<file path="src/rtl/tawas_rcn_master_pkg.sv">
// Shared definitions for the Tawas RACCOON master: FSM encodings, FIFO entry
// layout, default error data and the load-lane extraction helper.
package tawas_rcn_master_pkg;

  typedef enum logic [1:0] {
    ST_IDLE = 2'd0,
    ST_REQ  = 2'd1,
    ST_WAIT = 2'd2
  } state_t;

  // Queue entry layout: {SWAP, WR, SEL[2:0], MASK[3:0], ADDR[31:0], DATA[31:0]}
  localparam int ENTRY_W  = 73;
  localparam int OFF_DATA = 0;
  localparam int OFF_ADDR = 32;
  localparam int OFF_MASK = 64;
  localparam int OFF_SEL  = 68;
  localparam int OFF_WR   = 71;
  localparam int OFF_SWAP = 72;

  localparam logic [31:0] DEFAULT_ERR_DATA = 32'hFFFF_FFFF;

  function automatic logic [31:0] lane_extract(input logic [3:0] mask, input logic [31:0] data);
    logic [31:0] res;
    case (mask)
      4'b0011: res = {16'h0000, data[15:0]};
      4'b1100: res = {16'h0000, data[31:16]};
      4'b0001: res = {24'h000000, data[7:0]};
      4'b0010: res = {24'h000000, data[15:8]};
      4'b0100: res = {24'h000000, data[23:16]};
      4'b1000: res = {24'h000000, data[31:24]};
      default: res = data;
    endcase
    return res;
  endfunction

endpackage

</file>
<file path="src/rtl/tawas_rcn_fifo.sv">
// Small synchronous FIFO with show-ahead head output and registered full flag.
module tawas_rcn_fifo #(
  parameter int WIDTH = 73,
  parameter int DEPTH = 4
) (
  input  logic                       clk,
  input  logic                       rst,
  input  logic                       push,
  input  logic                       pop,
  input  logic [WIDTH-1:0]           din,
  output logic [WIDTH-1:0]           dout,
  output logic [$clog2(DEPTH):0]     count,
  output logic                       full,
  output logic                       empty
);

  localparam int AW = $clog2(DEPTH);
  localparam int CW = AW + 1;

  logic [WIDTH-1:0] mem [DEPTH];
  logic [AW-1:0]    wr_ptr_reg;
  logic [AW-1:0]    rd_ptr_reg;
  logic [CW-1:0]    count_reg;
  logic [CW-1:0]    count_next;
  logic             full_reg;
  logic             do_push;
  logic             do_pop;

  assign do_push = push && !full_reg;
  assign do_pop  = pop && (count_reg != '0);

  always_comb begin
    count_next = count_reg;
    if (do_push && !do_pop)
      count_next = count_reg + CW'(1);
    else if (!do_push && do_pop)
      count_next = count_reg - CW'(1);
  end

  always_ff @(posedge clk) begin
    if (do_push)
      mem[wr_ptr_reg] <= din;
  end

  always_ff @(posedge clk or posedge rst) begin
    if (rst) begin
      wr_ptr_reg <= '0;
      rd_ptr_reg <= '0;
      count_reg  <= '0;
      full_reg   <= 1'b0;
    end else begin
      if (do_push)
        wr_ptr_reg <= wr_ptr_reg + AW'(1);
      if (do_pop)
        rd_ptr_reg <= rd_ptr_reg + AW'(1);
      count_reg <= count_next;
      full_reg  <= (count_next == CW'(DEPTH));
    end
  end

  assign dout  = mem[rd_ptr_reg];
  assign count = count_reg;
  assign full  = full_reg;
  assign empty = (count_reg == '0);

endmodule

</file>
<file path="src/rtl/tawas_rcn_master.sv">
// Queues RACCOON requests from the Tawas load/store stage, issues them one at a
// time on the raccoon bus and writes load/swap results back to the register file.
module tawas_rcn_master
  import tawas_rcn_master_pkg::*;
#(
  parameter int          DEPTH    = 4,
  parameter int          TIMEOUT  = 255,
  parameter logic [31:0] ERR_DATA = DEFAULT_ERR_DATA
) (
  input  logic        CLK,
  input  logic        RST,
  input  logic        RACCOON_CS,
  input  logic        RACCOON_SWAP,
  input  logic [2:0]  WRITEBACK_REG,
  input  logic [31:0] DADDR,
  input  logic        DWR,
  input  logic [3:0]  DMASK,
  input  logic [31:0] DOUT,
  output logic        RC_FULL,
  output logic        RC_BUSY,
  output logic        RC_OVERFLOW,
  output logic        RCN_REQ_VLD,
  input  logic        RCN_REQ_RDY,
  output logic [31:0] RCN_REQ_ADDR,
  output logic        RCN_REQ_WR,
  output logic        RCN_REQ_SWAP,
  output logic [3:0]  RCN_REQ_MASK,
  output logic [31:0] RCN_REQ_DATA,
  input  logic        RCN_RSP_VLD,
  input  logic        RCN_RSP_ERR,
  input  logic [31:0] RCN_RSP_DATA,
  output logic        RC_LOAD_VLD,
  output logic [2:0]  RC_LOAD_SEL,
  output logic [31:0] RC_LOAD,
  output logic        RC_ERR
);

  logic [ENTRY_W-1:0]      fifo_din;
  logic [ENTRY_W-1:0]      fifo_head;
  logic [$clog2(DEPTH):0]  fifo_count;
  logic                    fifo_full;
  logic                    fifo_empty;
  logic                    fifo_push;
  logic                    fifo_pop;

  state_t      state_reg;
  logic [7:0]  cnt_reg;
  logic        req_vld_reg;
  logic [31:0] req_addr_reg;
  logic        req_wr_reg;
  logic        req_swap_reg;
  logic [3:0]  req_mask_reg;
  logic [31:0] req_data_reg;
  logic [2:0]  req_sel_reg;
  logic        load_vld_reg;
  logic [2:0]  load_sel_reg;
  logic [31:0] load_reg;
  logic        err_reg;
  logic        overflow_reg;

  logic        rsp_done;
  logic        rsp_fail;
  logic        wants_data;
  logic [31:0] load_data;

  assign fifo_din  = {RACCOON_SWAP, DWR, WRITEBACK_REG, DMASK, DADDR, DOUT};
  assign fifo_push = RACCOON_CS && !fifo_full;
  assign fifo_pop  = (state_reg == ST_IDLE) && !fifo_empty;

  tawas_rcn_fifo #(
    .WIDTH (ENTRY_W),
    .DEPTH (DEPTH)
  ) u_fifo (
    .clk   (CLK),
    .rst   (RST),
    .push  (fifo_push),
    .pop   (fifo_pop),
    .din   (fifo_din),
    .dout  (fifo_head),
    .count (fifo_count),
    .full  (fifo_full),
    .empty (fifo_empty)
  );

  // A timeout is handled exactly like an error response.
  assign rsp_done   = (state_reg == ST_WAIT) &&
                      (RCN_RSP_VLD || (cnt_reg == 8'(TIMEOUT - 1)));
  assign rsp_fail   = !RCN_RSP_VLD || RCN_RSP_ERR;
  assign wants_data = !req_wr_reg || req_swap_reg;
  assign load_data  = rsp_fail ? ERR_DATA : lane_extract(req_mask_reg, RCN_RSP_DATA);

  always_ff @(posedge CLK or posedge RST) begin
    if (RST) begin
      state_reg    <= ST_IDLE;
      cnt_reg      <= 8'd0;
      req_vld_reg  <= 1'b0;
      req_addr_reg <= 32'd0;
      req_wr_reg   <= 1'b0;
      req_swap_reg <= 1'b0;
      req_mask_reg <= 4'd0;
      req_data_reg <= 32'd0;
      req_sel_reg  <= 3'd0;
      load_vld_reg <= 1'b0;
      load_sel_reg <= 3'd0;
      load_reg     <= 32'd0;
      err_reg      <= 1'b0;
      overflow_reg <= 1'b0;
    end else begin
      load_vld_reg <= 1'b0;
      load_sel_reg <= 3'd0;
      load_reg     <= 32'd0;
      err_reg      <= 1'b0;
      if (RACCOON_CS && fifo_full)
        overflow_reg <= 1'b1;

      case (state_reg)
        ST_IDLE: begin
          if (!fifo_empty) begin
            req_swap_reg <= fifo_head[OFF_SWAP];
            req_wr_reg   <= fifo_head[OFF_WR];
            req_sel_reg  <= fifo_head[OFF_SEL +: 3];
            req_mask_reg <= fifo_head[OFF_MASK +: 4];
            req_addr_reg <= fifo_head[OFF_ADDR +: 32];
            req_data_reg <= fifo_head[OFF_DATA +: 32];
            req_vld_reg  <= 1'b1;
            state_reg    <= ST_REQ;
          end
        end
        ST_REQ: begin
          if (RCN_REQ_RDY) begin
            req_vld_reg <= 1'b0;
            cnt_reg     <= 8'd0;
            state_reg   <= ST_WAIT;
          end
        end
        ST_WAIT: begin
          cnt_reg <= cnt_reg + 8'd1;
          if (rsp_done) begin
            err_reg   <= rsp_fail;
            state_reg <= ST_IDLE;
            if (wants_data) begin
              load_vld_reg <= 1'b1;
              load_sel_reg <= req_sel_reg;
              load_reg     <= load_data;
            end
          end
        end
        default: state_reg <= ST_IDLE;
      endcase
    end
  end

  assign RC_FULL      = fifo_full;
  assign RC_BUSY      = (fifo_count != '0) || (state_reg != ST_IDLE);
  assign RC_OVERFLOW  = overflow_reg;
  assign RCN_REQ_VLD  = req_vld_reg;
  assign RCN_REQ_ADDR = req_addr_reg;
  assign RCN_REQ_WR   = req_wr_reg;
  assign RCN_REQ_SWAP = req_swap_reg;
  assign RCN_REQ_MASK = req_mask_reg;
  assign RCN_REQ_DATA = req_data_reg;
  assign RC_LOAD_VLD  = load_vld_reg;
  assign RC_LOAD_SEL  = load_sel_reg;
  assign RC_LOAD      = load_reg;
  assign RC_ERR       = err_reg;

endmodule

</file>
<file path="config.mk">
export PLATFORM = sky130hd
export DESIGN_NAME = tawas_rcn_master
export DESIGN_NICKNAME = d
export VERILOG_FILES = /design/src/rtl/tawas_rcn_master_pkg.sv /design/src/rtl/tawas_rcn_fifo.sv /design/src/rtl/tawas_rcn_master.sv
export SDC_FILE = /design/constraint.sdc
export NUM_CORES = 1
export LEC_CHECK = 0
export ABC_CLOCK_PERIOD_IN_PS = 5090
export BUFFER_PORTS_ARGS = -buffer_cell sky130_fd_sc_hd__buf_2
export CAP_MARGIN = 20
export CORE_AREA = 5 5 236 238
export DETAILED_ROUTE_END_ITERATION = 8
export DIE_AREA = 0 0 241 243
export HOLD_SLACK_MARGIN = 0.08
export PLACE_DENSITY = 0.51
export SYNTH_ARGS = -nofsm -noshare
export SYNTH_HDL_FRONTEND = slang
export SYNTH_SLANG_ARGS = --single-unit
</file>
<file path="constraint.sdc">
create_clock -name CLK -period 5.09 [get_ports CLK]
set_clock_uncertainty 0.2 [all_clocks]
set_input_delay 1.018 -clock CLK [delete_from_list [all_inputs] [get_ports CLK]]
set_output_delay 1.018 -clock CLK [all_outputs]
set_load 0.1 [all_outputs]
</file>
==> results of run 1 <==
[cell usage after synthesis (6+ instances only)]
| cell type | n | area, um^2 |
|---|---|---|
| a21oi_1 | 29 | 145 |
| a221oi_1 | 8 | 70.1 |
| and2_1 | 7 | 43.8 |
| and3_1 | 9 | 56.3 |
| buf_2 | 16 | 80.1 |
| clkbuf_1 | 15 | 56.3 |
| dfrtp_1 | 130 | 3250 |
| edfxtp_1 | 292 | 8770 |
| ha_1 | 9 | 113 |
| inv_1 | 14 | 52.6 |
| mux2_2 | 73 | 822 |
| mux4_2 | 73 | 1640 |
| nand2_1 | 10 | 37.5 |
| nand2b_1 | 6 | 37.5 |
| nor2_1 | 43 | 161 |
| o21ai_0 | 13 | 65.1 |
| xnor2_1 | 7 | 61.3 |
[routing by layer]
metal / track usage [%] / part of all wire (%) / up-vias
li1: - / - / 3670
met1: 15.7 / 41 / 4183
met2: 21.0 / 49 / 264
met3: 3.51 / 7.0 / 79
met4: 3.95 / 2.4 / 16
met5: 0 / 0.22 / -
[critical path: stages, from the launching register on]
cell	delay, ns
dfrtp_1	0.35
inv_1	0.09
ha_1	0.20
nand2b_1	0.18
nand2b_1	0.16
buf_2	0.43
[through the flow]
step	instances	utilization (%)	hold slack [ns]	cell area (um^2)	setup WS [ns]
2_1_floorplan	802	-	0.237	15800	0.403
3_3_place_gp	1698	33.4	0.244	17800	1.79
3_5_place_dp	1698	33.4	0.256	17800	1.74
4_1_cts	1784	36.1	0.268	19300	1.80
5_1_grt	1785	36.1	0.296	19300	1.75
6_report	1788	36.1	0.264	19300	1.88
[kinds of logic (layout without fill, tap and decap cells)]
family                     after synthesis  in the layout  synth area share, %
adders and majority gates                9              9                0.711
DFF                                    422            422                 75.9
xor gates and xnor gates                 9              9                0.498
AOI/OAI and AO/OA                       73             73                 3.06
buffers and inverters                   52            338                 1.45
muxes                                  148            148                 15.7
other                                    0              4                    0
and+or+nand+nor                         89             89                 2.69
[layout make-up]
cell class	count	area share (%)
Antenna cell	4	0.0519
Clock buffer	68	6.66
Clock inverter	18	0.954
Inverter	14	0.298
Multi-Input combinational cell	328	18.7
Sequential cell	422	62.4
Tap cell	696	4.52
Timing Repair Buffer	238	6.46
[worst max path at each step]
stage	startpoint	end	slack (ns)	cells past startpoint
3_5_place_dp	RACCOON_CS	u_fifo.mem[1][57]	1.74	4
2_1_floorplan	RST	RCN_REQ_ADDR[0]	0.40	1
6_report	u_fifo.count[0]	RC_BUSY	1.88	5
5_1_grt	u_fifo.count[0]	RC_BUSY	1.75	5
3_3_place_gp	RACCOON_CS	u_fifo.mem[3][61]	1.79	4
4_1_cts	u_fifo.count[0]	RC_BUSY	1.80	5
==> summary.txt, run 1 <==
Critical path
  – Reg2reg setup slack: 2.43 ns
  – Worst r2r dst: RCN_REQ_DATA[4]
  – Critical path type: register to primary output
  – Reg2Reg Launch Point: u_fifo.rd_ptr_reg[0]
  – CP required: 3.87 ns
  – Worst Setup End Kind: primary output
  – R2r worst-path depth: 3
  – Startpoint types: register
  – Critical path peak fanout: 5
  – Worst EP arrival: roughly 2.0 ns

Global routing
  – First-pass GRT wire length: 55.8 mm
  – Grt total ovfl: 0
  – GRT Overall Usage: about an eighth
  – Largest net degree at the start of global routing: 78
  – Initial antenna violation count: 13
  – Number of global-route vias before repair: 8,862

Layout
  – Max reg flops: slightly below 300
  – Area of the multi-input gates: ~3600 um^2
  – Share of cells above drive strength 1: a little over two fifths
  – Largest Register: u_fifo.mem
  – Register Area: about 12,000 um^2
  – Most frequent cells in the layout: edfxtp_1, buf_2, dfrtp_1
  – Filler cell count: between 5,000 and 6,000
  – Nets: 1,170
  – Most common cell after layout, fill and taps aside: edfxtp_1
  – Area growth, synth to finish: 21.8%

Min path
  – Hold Path Class: register to register
  – Worst Hold Depth: 1
  – Hold path endpoint: RC_OVERFLOW
  – Hold Path Origin: RC_OVERFLOW

Timing
  – Relative slew slack: a little over a third
  – Final period util: about 63%
  – Slew Viols, Final: 0
  – Tmin final: approximately 3.2 ns
  – TNS Setup: 0 ns
  – RSZ-0062 raised after global routing: no
  – Slew @ Worst Pin: approximately 0.95 ns
  – Max Freq: just over 0.3 GHz
  – Final hold violations: 0
  – Setup violators final: 0

Synthesis
  – Main flop type after synthesis: edfxtp_1
  – Syn Nets: slightly above 900
  – Mean Syn Cell Area: just under 20 um^2
  – Cell variety after synth: approximately 40
  – Seq/Total Area, Yosys: between 70% and 80%
  – Synthesized flop and latch total: between 400 and 500
  – Mapped Cells: 802
  – Async SR Flop Fraction: approximately 30%
  – Yosys synthesis warning count: 0
  – Post-synth EDFFs: slightly below 300
  – Post-Syn Area: around 16,000 um^2

Clock network
  – CTS resizes: 0
  – CTS tree: done
  – Sink Count: about 420
  – Clk_lat worst skew: around 0.57 ns
  – Longest Clk Path Bufs: 3
  – Post-CTS Setup Repair Bufs: 0
  – Htree depth: 2
  – Root Driver: clkbuf_16
  – TritonCTS buffer count: 46
  – Hold-fix buffers at CTS: 0
  – Clock transition at path regs: 0.06 ns

Route
  – Initial DRT Pass Iterations: 4
  – Starting DRT DRC Count: ~440
  – Drt wl/cell: 20.7 um
  – DR vias: slightly above 8,000
  – Remaining routing DRC violations: 0
  – DR vias/cell: 4.59
  – Drt total wl: between 30 and 40 mm
  – ANT nets after route: 0

Floorplanning
  – Row count: 85
  – Horiz. Die Dim: 241 um
  – Die Area: slightly below 60,000 um^2
  – Core area: 53,400 um^2
  – I/O pins: 222
  – Initial Utilization: 29.7%
  – Chip height: 243 um

Placement
  – RePlAce Congestion: between 0.7 and 0.8
  – PortBufs: ~220
  – HPWL after DPL: between 20 and 25 mm

Status
  – Outcome: finished clean

Job
  – Max Cap Viol: 0
Power of run 1 is left out: the tool's default activity adds up to more than one toggle a clock period on the data nets, which glitch-free logic cannot reach.
==> run 2: changes to the inputs <==
- ABC_CLOCK_PERIOD_IN_PS: 5090 -> 3170
- clock period: 5.09 -> 3.17 ns (I/O delays scaled with it)
==> run 2 against run 1 <==
  * Sequential share of layout area is 3.1 points lower
  * Final area is 5.2% higher
  * Non-clock buffer count is 83 higher
  * Flip-flop and latch count stayed put
  * Critical path type unchanged
  * Critical endpoint unchanged
==> summary.txt, run 2 (synthesis results as in run 1) <==
Placement
  – Dpl ws: 0.856 ns (-0.881 ns)
  – RePlAce Congestion: 0.787 (-0.61%)
  – PortBufs: 221 (unchanged)
  – HPWL after DPL: 24.5 mm (+3.5%)
  – Post-Place Cells: 1,708 (+0.59%)

Floorplanning
  – Row count: 85 (unchanged)
  – I/O pins: 222 (unchanged)
  – Chip height: 243 um (unchanged)
  – Core area: 53,400 um^2 (unchanged)
  – Horiz. Die Dim: 241 um (unchanged)
  – Initial Utilization: 29.7% (unchanged)
  – Die Area: 58,600 um^2 (unchanged)

Critical path
  – Crit-path cells: inv_1 -> ha_1 -> nand2b_1 -> nand2b_1 -> buf_2
  – Slowest CP cell: buf_2
  – Reg2reg setup slack: 0.90 ns (-1.53 ns)
  – Critical path buffer and inverter count: 2 (unchanged)
  – Critical path type: register to primary output
  – Critical path peak fanout: 5 (unchanged)
  – Worst r2r dst: RCN_REQ_ADDR[21]
  – Max incr delay on CP: 0.42 ns (about the same)
  – Top delay family on crit path: buffers and inverters
  – Worst Setup End Kind: primary output
  – Crit path top cell by count: nand2b_1
  – Startpoint types: register
  – Reg2Reg Launch Point: u_fifo.count[0]
  – R2r worst-path depth: 6 (+3)
  – CP required: 2.34 ns (-1.53 ns)
  – CP Depth: 5 (unchanged)
  – Worst EP arrival: 1.94 ns (-0.05 ns)

Timing
  – RSZ-0062 raised after global routing: no
  – Slew @ Worst Pin: 0.954 ns (-0.0000912 ns)
  – Tmin final: about 2.8 ns
  – Max Freq: between 0.3 and 0.4 GHz
  – Setup violators final: 0 (unchanged)
  – Slew Viols, Final: 0 (unchanged)
  – TNS Setup: 0 ns (unchanged)
  – Final period util: ~87%
  – Final WS setup: 0.399 ns (-1.48 ns)
  – Relative slew slack: 36.2% (-0.13 points)
  – Final hold violations: 0 (unchanged)

Layout
  – Finished Core Util: 38.0% (+1.9 points)
  – Max reg flops: 292 (unchanged)
  – Non-Filler Instances: 1,868 (+4.5%)
  – Most frequent cells in the layout: edfxtp_1, buf_2, dfrtp_1
  – Area growth, synth to finish: 28.1%
  – Nets: 1,253 (+7.1%)
  – Share of cells above drive strength 1: 40.3% (-1.9 points)
  – Largest Register: u_fifo.mem
  – Most common cell after layout, fill and taps aside: edfxtp_1
  – Filler cell count: 5,019 (-0.67%)

Route
  – ANT nets after route: 0 (unchanged)
  – Drt wl/cell: 19.9 um (-3.7%)
  – DR vias: 8,505 (+3.6%)
  – Starting DRT DRC Count: 434 (-1.1%)
  – Drt total wl: 37.2 mm (+0.63%)
  – DR vias/cell: 4.55 (-0.87%)
  – Initial DRT Pass Iterations: 5 (+1)
  – Remaining routing DRC violations: 0 (unchanged)

Status
  – Outcome: finished clean

Clock network
  – CTS resizes: 0 (unchanged)
  – Post-CTS Setup Repair Bufs: 0 (unchanged)
  – Sink Count: 422 (unchanged)
  – Hold-fix buffers at CTS: 73 (+73)
  – Root Driver: clkbuf_16
  – Longest Clk Path Bufs: 3 (unchanged)
  – TritonCTS buffer count: 46 (unchanged)
  – Clk_lat worst skew: 0.56 ns (about the same)
  – CTS tree: done
  – Clock transition at path regs: 0.06 ns (about the same)
  – Htree depth: 2 (unchanged)

Power and ir drop
  – Pleak: slightly below 0.008 uW
  – Peak supply drop: ~0.92 mV
  – Pwr dens: roughly 1100 nW/um^2

Global routing
  – GRT Overall Usage: 12.6% (+0.11 points)
  – First-pass GRT wire length: 56.9 mm (+2.0%)
  – Number of global-route vias before repair: 9,198 (+3.8%)
  – Initial antenna violation count: 3 (-10)
  – Largest net degree at the start of global routing: 41 (-47%)
  – Grt total ovfl: 0 (unchanged)

Job
  – Max Cap Viol: 0 (unchanged)

Min path
  – Hold Path Class: primary input to async pin
-- run 2: per-stage QoR --
stage	total power, uW	instance area (um^2)	hold slack (ns)
detailed placement	17800	18100	0.249
CTS	23200	20300	0.0814
global route	23800	20300	0.0986
global placement	17700	18100	0.244
finish	22700	20300	0.0847
floorplan	15400	15800	0.237
-- run 2: final cells by class --
cell class,count,area (um^2),area share (%)
Timing Repair Buffer,321,2230,11.0
Tap cell,696,871,4.29
Clock buffer,73,1360,6.72
Inverter,14,56.3,0.278
Sequential cell,422,12000,59.3
Clock inverter,12,126,0.623
Antenna cell,2,5.00,0.0247
Multi-Input combinational cell,328,3610,17.8
-- run 2: worst max path at each step --
stage,endpoint,from,slack [ns]
after floorplan,u_fifo.mem[0][0],u_fifo.full,0.36
after global placement,RCN_REQ_MASK[1],u_fifo.rd_ptr_reg[1],0.88
after detailed placement,RCN_REQ_DATA[29],u_fifo.count[0],0.86
after CTS,RC_BUSY,u_fifo.count[0],0.33
after global routing,RC_BUSY,u_fifo.count[0],0.28
final,RC_BUSY,u_fifo.count[0],0.40
-- run 2: worst register-to-register path, cell delays in order, from the launching register on --
cell and delay [ns]:
dfrtp_1 0.38, inv_1 0.12, ha_1 0.16, nand2b_1 0.14
nand2_4 0.49, buf_4 0.32, mux2_2 0.35
-- run 2: metal layers --
| metal | global-route usage [%] | part of all wire, % |
|---|---|---|
| met2 | 20.3 | 47 |
| met4 | 3.45 | 2.0 |
| met3 | 2.72 | 6.4 |
| met1 | 17.4 | 44 |
| met5 | 0 | 0.035 |
-- run 2: where the power goes --
group | total (uW) | internal, uW | switching (uW)
clock | 5210 | 3120 | 2100
combinational | 9470 | 2850 | 6620
sequential | 8050 | 7350 | 699
total | 22700 | 13300 | 9420
(Power assumes the default switching activity.)
